--- config.mk ---
export PLATFORM = sky130hd
export DESIGN_NAME = mc_cpu8
export DESIGN_NICKNAME = d
export VERILOG_FILES = /design/src/rtl/mc_cpu8_pkg.sv /design/src/rtl/mc_cpu8_hex7seg.sv /design/src/rtl/mc_cpu8.sv
export SDC_FILE = /design/constraint.sdc
export NUM_CORES = 1
export LEC_CHECK = 0
export ABC_AREA = 1
export BUFFER_PORTS_ARGS = -buffer_cell sky130_fd_sc_hd__buf_2
export CAP_MARGIN = 30
export CORE_MARGIN = 2
export CORE_UTILIZATION = 48
export DETAILED_ROUTE_END_ITERATION = 12
export PLACE_DENSITY_LB_ADDON = 0.15
export SETUP_SLACK_MARGIN = 0.3
export SLEW_MARGIN = 15
export SYNTH_ARGS = -nofsm -noshare
export SYNTH_HDL_FRONTEND = slang
export SYNTH_HIERARCHICAL = 1
export SYNTH_SLANG_ARGS = --single-unit
--- constraint.sdc ---
create_clock -name clk -period 2.95 [get_ports clk]
set_clock_uncertainty 0.1 [all_clocks]
set_input_delay 0.295 -clock clk [delete_from_list [all_inputs] [get_ports clk]]
set_output_delay 0.295 -clock clk [all_outputs]
set_load 0.02 [all_outputs]
--- src/rtl/mc_cpu8_pkg.sv ---
// Shared types and constants for the mc_cpu8 multi-cycle core.
package mc_cpu8_pkg;

    localparam int unsigned INSTR_W = 8;
    localparam int unsigned REG_N   = 4;
    localparam int unsigned SEG_W   = 7;
    localparam int unsigned FLAG_W  = 2;

    typedef enum logic [2:0] {
        FETCH,
        EXEC,
        MEM,
        WB,
        HALT
    } state_t;

    localparam logic [1:0] OP_ADD   = 2'b00;
    localparam logic [1:0] OP_LOAD  = 2'b01;
    localparam logic [1:0] OP_STORE = 2'b10;
    localparam logic [1:0] OP_BEQ   = 2'b11;

    localparam int unsigned FLAG_HALT = 0;
    localparam int unsigned FLAG_OVF  = 1;

    // Active-low {g,f,e,d,c,b,a}
    localparam logic [SEG_W-1:0] SEG_0 = 7'b1000000;
    localparam logic [SEG_W-1:0] SEG_1 = 7'b1111001;
    localparam logic [SEG_W-1:0] SEG_2 = 7'b0100100;
    localparam logic [SEG_W-1:0] SEG_3 = 7'b0110000;
    localparam logic [SEG_W-1:0] SEG_4 = 7'b0011001;
    localparam logic [SEG_W-1:0] SEG_5 = 7'b0010010;
    localparam logic [SEG_W-1:0] SEG_6 = 7'b0000010;
    localparam logic [SEG_W-1:0] SEG_7 = 7'b1111000;
    localparam logic [SEG_W-1:0] SEG_8 = 7'b0000000;
    localparam logic [SEG_W-1:0] SEG_9 = 7'b0010000;
    localparam logic [SEG_W-1:0] SEG_A = 7'b0001000;
    localparam logic [SEG_W-1:0] SEG_B = 7'b0000011;
    localparam logic [SEG_W-1:0] SEG_C = 7'b1000110;
    localparam logic [SEG_W-1:0] SEG_D = 7'b0100001;
    localparam logic [SEG_W-1:0] SEG_E = 7'b0000110;
    localparam logic [SEG_W-1:0] SEG_F = 7'b0001110;

endpackage

--- src/rtl/mc_cpu8_hex7seg.sv ---
// Nibble to active-low 7-segment pattern decoder.
module hex7seg
    import mc_cpu8_pkg::*;
(
    input  logic [3:0]       nibble,
    output logic [SEG_W-1:0] seg
);

    always_comb begin
        seg = SEG_0;
        case (nibble)
            4'h0: seg = SEG_0;
            4'h1: seg = SEG_1;
            4'h2: seg = SEG_2;
            4'h3: seg = SEG_3;
            4'h4: seg = SEG_4;
            4'h5: seg = SEG_5;
            4'h6: seg = SEG_6;
            4'h7: seg = SEG_7;
            4'h8: seg = SEG_8;
            4'h9: seg = SEG_9;
            4'hA: seg = SEG_A;
            4'hB: seg = SEG_B;
            4'hC: seg = SEG_C;
            4'hD: seg = SEG_D;
            4'hE: seg = SEG_E;
            default: seg = SEG_F;
        endcase
    end

endmodule

--- src/rtl/mc_cpu8.sv ---
// Multi-cycle 8-bit-instruction core with handshaked fetch/data memory and hex display.
module mc_cpu8
    import mc_cpu8_pkg::*;
#(
    parameter int unsigned DATA_W = 8,
    parameter int unsigned PC_W   = 8
) (
    input  logic                clk,
    input  logic                reset,
    input  logic [INSTR_W-1:0]  instruction,
    input  logic                instr_valid,
    output logic                instr_ready,
    output logic [PC_W-1:0]     pc,
    output logic                dmem_req,
    output logic                dmem_we,
    output logic [DATA_W-1:0]   dmem_addr,
    output logic [DATA_W-1:0]   dmem_wdata,
    input  logic [DATA_W-1:0]   dmem_rdata,
    input  logic                dmem_ack,
    output logic [SEG_W-1:0]    lowerHex,
    output logic [SEG_W-1:0]    higherHex,
    output logic [FLAG_W-1:0]   flags
);

    state_t              state_q, state_d;
    logic [PC_W-1:0]     pc_q, pc_d;
    logic [INSTR_W-1:0]  ir_q, ir_d;
    logic [DATA_W-1:0]   result_q, result_d;
    logic [FLAG_W-1:0]   flags_q, flags_d;
    logic                ready_q, ready_d;
    logic                req_q, req_d;
    logic                we_q, we_d;
    logic [DATA_W-1:0]   addr_q, addr_d;
    logic [DATA_W-1:0]   wdata_q, wdata_d;
    logic [SEG_W-1:0]    lo_hex_q, hi_hex_q;
    logic [SEG_W-1:0]    lo_seg_c, hi_seg_c;
    logic [DATA_W-1:0]   regs_q [REG_N];
    logic                wb_en;

    logic [1:0]          op, rs, rt, rd;
    logic [DATA_W-1:0]   rs_val, rt_val, sum, imm_data;
    logic [PC_W-1:0]     imm_pc, pc_inc;
    logic                add_ovf;
    logic [1:0]          wb_addr;

    assign op       = ir_q[7:6];
    assign rs       = ir_q[5:4];
    assign rt       = ir_q[3:2];
    assign rd       = ir_q[1:0];
    assign rs_val   = regs_q[rs];
    assign rt_val   = regs_q[rt];
    assign imm_data = {{(DATA_W-2){ir_q[1]}}, ir_q[1:0]};
    assign imm_pc   = {{(PC_W-2){ir_q[1]}}, ir_q[1:0]};
    assign pc_inc   = pc_q + PC_W'(1);
    assign sum      = rs_val + rt_val;
    assign add_ovf  = (rs_val[DATA_W-1] == rt_val[DATA_W-1]) &&
                      (sum[DATA_W-1] != rs_val[DATA_W-1]);
    assign wb_addr  = (op == OP_LOAD) ? rt : rd;

    // Next-state and next-output logic
    always_comb begin
        state_d  = state_q;
        pc_d     = pc_q;
        ir_d     = ir_q;
        result_d = result_q;
        flags_d  = flags_q;
        we_d     = we_q;
        addr_d   = addr_q;
        wdata_d  = wdata_q;
        wb_en    = 1'b0;

        case (state_q)
            FETCH: begin
                if (instr_valid) begin
                    ir_d    = instruction;
                    state_d = EXEC;
                end
            end
            EXEC: begin
                case (op)
                    OP_ADD: begin
                        result_d = sum;
                        if (add_ovf) flags_d[FLAG_OVF] = 1'b1;
                        state_d = WB;
                    end
                    OP_LOAD, OP_STORE: begin
                        addr_d  = rs_val + imm_data;
                        wdata_d = rt_val;
                        we_d    = (op == OP_STORE);
                        state_d = MEM;
                    end
                    default: begin
                        // A taken branch to itself can never make progress
                        if (rs_val == rt_val && ir_q[1:0] == 2'b11) begin
                            flags_d[FLAG_HALT] = 1'b1;
                            state_d = HALT;
                        end else begin
                            pc_d    = (rs_val == rt_val) ? pc_inc + imm_pc : pc_inc;
                            state_d = FETCH;
                        end
                    end
                endcase
            end
            MEM: begin
                if (dmem_ack) begin
                    if (we_q) begin
                        pc_d    = pc_inc;
                        state_d = FETCH;
                    end else begin
                        result_d = dmem_rdata;
                        state_d  = WB;
                    end
                end
            end
            WB: begin
                wb_en   = 1'b1;
                pc_d    = pc_inc;
                state_d = FETCH;
            end
            default: state_d = HALT;
        endcase

        if (state_d == HALT) begin
            we_d    = 1'b0;
            addr_d  = '0;
            wdata_d = '0;
        end
        ready_d = (state_d == FETCH);
        req_d   = (state_d == MEM);
    end

    always_ff @(posedge clk or posedge reset) begin
        if (reset) begin
            state_q  <= FETCH;
            pc_q     <= '0;
            ir_q     <= '0;
            result_q <= '0;
            flags_q  <= '0;
            ready_q  <= 1'b1;
            req_q    <= 1'b0;
            we_q     <= 1'b0;
            addr_q   <= '0;
            wdata_q  <= '0;
            lo_hex_q <= SEG_0;
            hi_hex_q <= SEG_0;
        end else begin
            state_q  <= state_d;
            pc_q     <= pc_d;
            ir_q     <= ir_d;
            result_q <= result_d;
            flags_q  <= flags_d;
            ready_q  <= ready_d;
            req_q    <= req_d;
            we_q     <= we_d;
            addr_q   <= addr_d;
            wdata_q  <= wdata_d;
            if (wb_en) begin
                lo_hex_q <= lo_seg_c;
                hi_hex_q <= hi_seg_c;
            end
        end
    end

    // Register file: written only at WB exit
    always_ff @(posedge clk or posedge reset) begin
        if (reset) begin
            for (int unsigned i = 0; i < REG_N; i++) regs_q[i] <= '0;
        end else if (wb_en) begin
            regs_q[wb_addr] <= result_q;
        end
    end

    hex7seg u_hex_lo (.nibble(result_q[3:0]), .seg(lo_seg_c));
    hex7seg u_hex_hi (.nibble(result_q[7:4]), .seg(hi_seg_c));

    assign instr_ready = ready_q;
    assign pc          = pc_q;
    assign dmem_req    = req_q;
    assign dmem_we     = we_q;
    assign dmem_addr   = addr_q;
    assign dmem_wdata  = wdata_q;
    assign lowerHex    = lo_hex_q;
    assign higherHex   = hi_hex_q;
    assign flags       = flags_q;

endmodule

; ---- After elaboration in Yosys (flattened, before gate mapping)
; Memories as Yosys holds them, arrays and structs flattened. A register that Yosys moved wholly into a read port is not among the register bits.
; Index checks and enable logic that the tools add are counted.
[word_totals]
reg_bits = 80
rom_bits = 224
out_inout_bits = 43
wordCells = 100
n_memories = 2
[memory_table]
columns = memory, words, width, read_ports, rd_ports_with_merged_regs, wr, line
row1 = (name not given), 16, 7, 1, 1, 0, mc_cpu8_hex7seg.sv:11  ; case (nibble)
row2 = (name not given), 16, 7, 1, 1, 0, mc_cpu8_hex7seg.sv:11
[op_classes]
addsub = 4
order_cmp = 4
n_eq_ne = 17
n_mux = 36
bitwise_logic = 4
reduce_logical = 18
[ops]
columns = operator, n
row1 = $mux 8, 19
row2 = $bmux 8 s2, 2
row3 = $bwmux 32, 1
row4 = $add 8x8->8, 3
row5 = $pmux 8 s3, 1
row6 = $demux 8 s2, 1
row7 = $pmux 8 s2, 1
row8 = $ne 2x2->1 const B, 6
row9 = $pmux 3 s4, 1
row10 = $eq 3x2->1 const B, 3
row11 = $ge 3x3->1 const B, 3
row12 = $mux 3, 3
row13 = $not 2->3, 3
row14 = $add 8x1->8 const B, 1
row15 = $eq 8x8->1, 1
row16 = $logic_not 3->1, 2
row17 = $pmux 3 s2, 1
row18 = $reduce_and 3->1, 2
row19 = $reduce_bool 2->1, 3
row20 = $reduce_and 5->1, 1
row21 = $eq 2x2->1 const B, 2
row22 = $mux 1, 4
row23 = $mux 2, 2
row24 = $reduce_and 2->1, 2
row25 = 13 further kinds, 15

; ---- Logic depth before layout (Yosys ltp)
; Gate-level depths: netlist of the first run.
[depth]
word_depth = 12
ltp_mapped = 18
mapped_depth_nobuf = 17

; ---- Hierarchy
; The synthesis of the first run kept the hierarchy.
[by_module_without_submodules]
columns = mod, instances, cells_each, area_per_inst_um2
row1 = mc_cpu8, 1, 689, 5504.0
row2 = hex7seg, 2, 49, 274.0

; ---- Worst setup path after synthesis of the first run
; Ideal clock, no wire load.
[synth_timing]
kind = flip-flop to flip-flop
start = register ir_q[4]
end = register pc_q[7], in the netlist pc[7]
setup_ps = 117
arrival_time_ps = 2437
required_ps = 2733
path_slack_ps = 296
stages_incl_launch_ff = 14
n_path_buf = 2
period_less_slack_ps = 2654
cell_sequence = dfrtp_1 buf_4 inv_4 clkbuf_1 nor2_1 o22ai_1 ha_1 or2_1 nor3_4 nand3_2 o21bai_1 nand3_1 nand2_1 nand2_1
[synth_via]
elab_chain_len = 9
elab_cells_between_ends = 12
[synth_rtl]
columns = item, line
row1 = start: declaration, mc_cpu8.sv:27  ; logic [INSTR_W-1:0] ir_q, ir_d;
row2 = start signal: assignment, mc_cpu8.sv:149  ; ir_q <= ir_d;
row3 = $not 2->3 (implied by the code) (*), mc_cpu8.sv:50  ; assign rs_val = regs_q[rs];
row4 = $bmux 8 s2 (*), mc_cpu8.sv:50
row5 = $mux 8 (implied by the code) (*) (2 in a row), mc_cpu8.sv:50
row6 = $eq 8x8->1 (*), "mc_cpu8.sv:94, mc_cpu8.sv:98"
row7 = $mux 8, mc_cpu8.sv:98  ; pc_d = (rs_val == rt_val) ? pc_inc + imm_pc : pc_inc;
row8 = $mux 8, mc_cpu8.sv:94  ; if (rs_val == rt_val && ir_q[1:0] == 2'b11) begin
row9 = $mux 8, mc_cpu8.sv:80  ; case (op)
row10 = $pmux 8 s3, mc_cpu8.sv:72  ; case (state_q)
row11 = end signal: assignment, mc_cpu8.sv:148  ; pc_q <= pc_d;
row12 = end: declaration, mc_cpu8.sv:26  ; logic [PC_W-1:0] pc_q, pc_d;
; Mark *: on every way between the ends. The rest lies on a longest branch, timed or not. The select of a mux whose other input is x is not followed.
; A chain may end at the register's enable or synchronous reset.

; ---- Worst setup path after layout of the first run
[layout_timing]
start = register ir_q[2]
end = register addr_q[0], in the netlist dmem_addr[0]
[layout_via]
elab_chain_len = 12
elab_cells_between_ends = 14
[layout_rtl]
columns = item, line
row1 = $not 2->3 (implied by the code) (*), mc_cpu8.sv:51  ; assign rt_val = regs_q[rt];
row2 = $bmux 8 s2 (*), mc_cpu8.sv:51
row3 = $mux 8 (implied by the code) (*) (2 in a row), mc_cpu8.sv:51
row4 = $eq 8x8->1 (*), mc_cpu8.sv:94
row5 = $logic_and 1x1->1 (*), mc_cpu8.sv:94
row6 = $mux 3 (*), mc_cpu8.sv:94
row7 = $pmux 3 s2 (*), mc_cpu8.sv:80
row8 = $pmux 3 s4 (*), mc_cpu8.sv:72
row9 = net state_d[2], mc_cpu8.sv:25  ; state_t state_q, state_d;
row10 = $eq 3x3->1 (*), mc_cpu8.sv:123  ; if (state_d == HALT) begin
row11 = $reduce_bool 2->1 (no source line), n/a
row12 = $reduce_and 2->1 (no source line), n/a
row13 = end signal: assignment, mc_cpu8.sv:155  ; addr_q <= addr_d;
row14 = end: declaration, mc_cpu8.sv:33  ; logic [DATA_W-1:0] addr_q, addr_d;
; The timed path passes the listed nets; every way through them passes the cells marked *. The select of a mux whose other input is x is not followed.

==> flow_metrics.tcl, run 1 <==
set metrics [dict create \
    synth_top_area_frac 0.376 \
    grt_setup_unrepaired "yes" \
    regArea_um2 2360 \
    syn_nets 851 \
    status "finished, violations left" \
    timing.rr.end "dmem_addr[0]$_DFFE_PP0P_" \
    cts.sinks 94 \
    grt_pass1_wl_mm 25.0 \
    dp_hpwl_mm 11.4 \
    async_flop_share 1.00 \
    synthCells 787 \
    grt-ovfl-total 0 \
    crit_arrival_ns 2.78 \
    hold_ws_ns -0.0146 \
    synth.largest_area_cell "dfrtp_1" \
    cts.reportedPaths.clkPinSlew_ns 0.07 \
    cts_tree "done" \
    synth_compound_area_frac 0.123 \
    syn_avg_cell_area_um2 7.69 \
    synthTopCellsByArea "dfrtp_1, nand2_1, ha_1" \
    die_area_um2 13500 \
    worst-endpoint-required_ns 3.09 \
    ys_ff_latch 94 \
    n_antenna_cell 0 \
    crit_path_end_kind "register" \
    criticalPathCategory "register to register" \
    setup_viol 0 \
    yosys.area_share.simple 0.286 \
    ys_seq_area_frac 0.389 \
    slew_violations 0 \
    coreArea_um2 12500 \
    grt_max_degree 95 \
    ff2ff_path_depth 12 \
    hold_viol_final 24 \
    tightest_slew_ns 0.773 \
    setup_tns_ns 0 \
    setup_ws_ns 0.313 \
    rr_startpoint "ir_q[2]$_DFFE_PP0P_" \
    drt-total-wl_mm 16.3 \
    fmax_mhz 379 \
    yosysUniqueCellTypes 41 \
    die_w_um 116 \
    start_util 0.485 \
    synth_fa_ha_area_frac 0.0947 \
    cts_buffer_depth 2 \
    finalCritPeriodShare 0.894 \
    r2r_setup_slack_ns 0.31 \
    cp-start-kind "register" \
    cap_violations 0 \
    htree_levels 3 \
    rows 41 \
    multi_input_area_um2 3580 \
    dp_slack_ns 0.0177 \
    clk_latency_ns 0.36 \
    wl_per_cell_um 15.5 \
    dieHeight_um 116 \
    grt_pass1_vias 5085 \
    track_usage 0.242 \
    io_pins 63 \
    final_common_cell "nand2_1" \
    violations "hold timing" \
    place.gp.congestion 0.927 \
    antenna_found_initial 0 \
    cts_hold_buf 0 \
    num-nets-final 936 \
    relSlewSlack 0.484 \
    cts_buffers 9 \
    dr.first_iter.drc_count 402 \
    fill_cells 1131 \
    synthFlopType "dfrtp_1" \
    yosys-mux-area-fraction 0.00186 \
    synth_top_family_by_area "simple AND/OR/NAND/NOR gates" \
    worst_hold_path_type "primary input to asynchronous set/reset pin" \
    path_max_fanout 11 \
    portBuffers 62 \
    synth_edf_count 0 \
    most-common-layout-cells "nand2_1, dfrtp_1, inv_1, buf_2, nand3_1" \
    fin_crit_ns 2.64 \
    drcViolationCount 0 \
    synth_area_um2 6050 \
    first_pass_iters 6 \
    ant_nets 0 \
    synth_warnings 6 \
    via_per_inst 5.39 \
    fin_util 0.594 \
    area_growth_syn_to_layout_pct 22.4 \
    drive_gt1_frac 0.255 \
    root_buffer "clkbuf_16" \
    vias 5653 \
    synth_xor_area_frac 0.0246 \
]
[sequential cells by signal, summed over array words and instances, names as in the netlist]
signal / flops
instr_ready: 1
dmem_addr: 8
dmem_wdata: 8
result_q: 8
dmem_req: 1
ir_q: 8
regs_q: 32
flags: 2
lowerHex: 7
state_q: 3
pc: 8
higherHex: 7
dmem_we: 1
[worst max path at each step]
stage                                   start                       end  slack, ns  depth (start not counted)
final                     ir_q[2]$_DFFE_PP0P_  dmem_addr[0]$_DFFE_PP0P_       0.31                         12
after global routing      ir_q[4]$_DFFE_PP0P_         pc[7]$_DFFE_PP0P_       0.14                         14
after CTS                 ir_q[2]$_DFFE_PP0P_  dmem_addr[1]$_DFFE_PP0P_       0.30                         14
after detailed placement  ir_q[4]$_DFFE_PP0P_  dmem_addr[4]$_DFFE_PP0P_       0.02                         11
after global placement    ir_q[3]$_DFFE_PP0P_  dmem_addr[4]$_DFFE_PP0P_       0.13                         11
after floorplan           ir_q[2]$_DFFE_PP0P_         pc[7]$_DFFE_PP0P_       0.33                         13
[synthesized netlist by cell type (all sizes together) (3+ instances only)]
master  instances
dfstp           3
dfrtp          91
xor2           15
clkbuf         12
a21oi          27
fa              3
inv            78
nand2         234
nand3          81
a31oi           6
buf            16
nor3            7
o21ai          78
nand3b          6
o211ai          6
o22ai          13
nand4           4
ha             41
nor2           54
[layer usage]
metal / part of all wire / global-route usage / up-vias
met5: 0 / 0 / -
met4: 0.032 / 0.108 / 0
met3: 0.055 / 0.0493 / 40
met2: 0.47 / 0.383 / 186
met1: 0.45 / 0.322 / 2665
li1: - / - / 2762
[timing repair]
item / CTS / global route
cloned: 1 / 3
setup endpoints to repair: 30 / 30
pin swaps: 2 / 26
resized for setup: 18 / 72
buffers inserted: 3 / 11
[stage by stage]
| step | area [µm²] | instances |
|---|---|---|
| floorplan | 6060 | 787 |
| global placement | 6580 | 1015 |
| detailed placement | 6580 | 1015 |
| CTS | 7030 | 1035 |
| global route | 7410 | 1049 |
| finish | 7410 | 1049 |
[layout make-up]
type                       count  share of cell area
timing repair buffer          98              0.0821
clock buffer                  10              0.0323
multi-input combinational    590               0.483
inverter                      79              0.0433
tap                          172              0.0291
clock inverter                 6              0.0113
sequential                    94               0.319
[critical path, stage by stage, from the launching register on]
cell	delay [ns]
dfrtp_2	0.45
buf_6	0.16
o21ai_1	0.17
o22ai_2	0.11
ha_1	0.34
or2_1	0.27
nor3_4	0.17
buf_6	0.16
nand4_4	0.11
nand2_8	0.17
nand2_4	0.11
nand3_1	0.12
nand2_1	0.09
[cell families after synthesis]
kind of cell / Yosys count
compound gates: 136
mux: 1
flops: 94
simple gates: 388
xor+xnor: 17
buf+inv: 107
fa+ha+maj: 44
Power of run 1 is not shown: default switching activity piles up to over one toggle a cycle in this logic, so the estimate is an artifact.
==> inputs of run 2 (changes only) <==
- SYNTH_HIERARCHICAL: 1 -> unset
- clock period: 2.95 -> 2.49 ns (I/O delays scaled with it)
==> run 2 against run 1 <==
Effect of this change: the run ends with setup timing left; synthesized cell count fell by 5.7%; highest routed layer unchanged; sequential share of layout area fell by 0.88 points; largest cell class unchanged; fmax fell by 4.3%; cell count fell by 2.2%.
==> flow_metrics.tcl, run 2 <==
set metrics [dict create \
    synthFlopType "dfrtp_1" \
    synth_top_family_by_area "simple AND/OR/NAND/NOR gates" \
    hold_viol_final 0 \
    setup_viol 32 \
    cts_buffers 9 \
    place.gp.congestion 0.984 \
    fin_crit_ns 2.75 \
    status "finished, violations left" \
    first_pass_iters 5 \
    die_area_um2 13100 \
    cts.sinks 94 \
    synth_fa_ha_area_frac 0.0934 \
    fin_util 0.637 \
    criticalPathCategory "register to register" \
    grt_pass1_wl_mm 27.1 \
    critical_path_buf_inv_count 3 \
    wl_per_cell_um 16.3 \
    ys_ff_latch 94 \
    crit_arrival_ns 2.89 \
    dpl_cell_area_um2 6840 \
    grt_max_degree 95 \
    critPathSlowestCell "dfrtp_2" \
    synthTopCellsByArea "dfrtp_1, nand2_1, ha_1" \
    n_antenna_cell 0 \
    die_w_um 115 \
    synth_warnings 0 \
    via_per_inst 5.51 \
    synth.largest_area_cell "dfrtp_1" \
    regMostFlops "regs_q" \
    antenna_found_initial 0 \
    drt-total-wl_mm 16.8 \
    synth_top_area_frac 0.388 \
    worst-endpoint-required_ns 2.63 \
    cts.reportedPaths.clkPinSlew_ns 0.08 \
    worst_hold_path_type "primary input to register" \
    relSlewSlack 0.495 \
    area_growth_syn_to_layout_pct 29.8 \
    drive_gt1_frac 0.307 \
    syn_avg_cell_area_um2 7.91 \
    synth_compound_area_frac 0.146 \
    violations "setup timing" \
    path_cells "buf_6, nor2_4, inv_2, a32oi_2, ha_1, or2_1, nor3_4, nand4_4, nand2_4, nand2_8, buf_12, nand3b_1, nand2_1" \
    root_buffer "clkbuf_16" \
    vias 5656 \
    rows 40 \
    num-nets-final 936 \
    synth_xor_area_frac 0.0254 \
    most-common-layout-cells "nand2_1, dfrtp_1, buf_4, buf_2, o21ai_0" \
    dp_hpwl_mm 11.7 \
    path_max_fanout 9 \
    cts_tree "done" \
    synth_area_um2 5870 \
    cap_violations 0 \
    cpPeakStageDelay_ns 0.48 \
    yosysUniqueCellTypes 42 \
    synthCells 742 \
    io_pins 63 \
    drcViolationCount 0 \
    finalCritPeriodShare 1.11 \
    yosys-mux-area-fraction 0.00192 \
    clk_latency_ns 0.36 \
    yosys.area_share.simple 0.259 \
    grt_setup_unrepaired "yes" \
    r2r_setup_slack_ns -0.26 \
    dp_slack_ns -0.370 \
    synth_most_common_cell "nand2_1" \
    setup_tns_ns -6.49 \
    grt-ovfl-total 0 \
    crit_path_end_kind "register" \
    tightest_slew_ns 0.752 \
    slew_violations 0 \
    ys_seq_area_frac 0.401 \
    grt_pass1_vias 5460 \
    start_util 0.491 \
    htree_levels 3 \
    async_flop_share 1.00 \
    syn_nets 804 \
    ys_top_cells_by_count "nand2_1, dfrtp_1, o21ai_0" \
    cts_buffer_depth 2 \
    cp_top_family "simple AND/OR/NAND/NOR gates" \
    synth_edf_count 0 \
    dr.first_iter.drc_count 426 \
    fmax_mhz 363 \
    setup_ws_ns -0.264 \
    cp-start-kind "register" \
    largest_reg_flops 32 \
    ant_nets 0 \
    coreArea_um2 12000 \
    track_usage 0.264 \
    final_common_cell "nand2_1" \
    portBuffers 62 \
    post-route-cell-area_um2 7620 \
    dieHeight_um 115 \
]
## run 2: cell types whose count changed after synthesis, moves of 3 or more
cell / previous run / this run
a31oi_1: 6 / 13
nand3_1: 78 / 70
o21ai_1: 20 / 6
o211ai_1: 6 / 9
nor2_1: 48 / 60
o21ai_0: 56 / 72
nand2_1: 217 / 169
a21oi_1: 27 / 34
nand2_2: 14 / 10
inv_1: 65 / 56
inv_2: 11 / 6
## run 2: per-stage QoR
stage	instances	hold slack, ns
final	1026	0.0539
after global routing	1026	0.0619
after CTS	1016	0.0296
after detailed placement	987	0.339
after global placement	987	0.324
after floorplan	742	0.299
## run 2: logic make-up after synthesis
group | count (synthesis)
compound gates | 155
simple gates | 338
xor+xnor | 17
buf+inv | 95
fa+ha+maj | 42
flops | 94
mux | 1
## run 2: worst reg2reg max path: stages (launching register included)
cell,delay (ns)
dfrtp_2,0.48
buf_6,0.15
nor2_4,0.09
inv_2,0.04
a32oi_2,0.21
ha_1,0.31
or2_1,0.26
nor3_4,0.30
nand4_4,0.15
nand2_4,0.14
nand2_8,0.08
buf_12,0.17
nand3b_1,0.07
nand2_1,0.08
## run 2: repair_timing
action,CTS,global route
pin swaps,16,18
hold buffers,1,0
gates resized for setup,44,19
hold endpoints to repair,91,0
setup endpoints to repair,36,36
cloned,0,3
setup buffers,12,7
## run 2: worst paths after layout
kind	startpoint	depth (start not counted)	endpoint
worst min register to register	flags[0]$_DFFE_PP0P_	2	flags[0]$_DFFE_PP0P_
min in group asynchronous	reset	4	dmem_addr[0]$_DFFE_PP0P_
max in group asynchronous	reset	4	ir_q[4]$_DFFE_PP0P_
worst min-delay path	instruction[1]	3	ir_q[1]$_DFFE_PP0P_
worst max register to register	ir_q[2]$_DFFE_PP0P_	13	dmem_addr[7]$_DFFE_PP0P_
worst max-delay path	ir_q[2]$_DFFE_PP0P_	13	dmem_addr[7]$_DFFE_PP0P_
## run 2: final cells by class
type | instances | area, µm²
timing repair buffer | 150 | 1060
tap | 147 | 184
clock inverter | 7 | 90.1
inverter | 66 | 272
fill | 1077 | 4350
sequential | 94 | 2360
multi-input combinational | 553 | 3420
clock buffer | 9 | 225
## run 2: per-layer routing
layer  up-vias  track usage  part of all wire  wire length, µm
li1       2742            -                 -                -
met1      2735        0.353              0.45             7630
met2       158        0.436              0.48             8110
met3        21       0.0413             0.045              753
met4         0       0.0902             0.017              286
met5         -            0                 0                0
Power of run 2 is left out for the same reason.
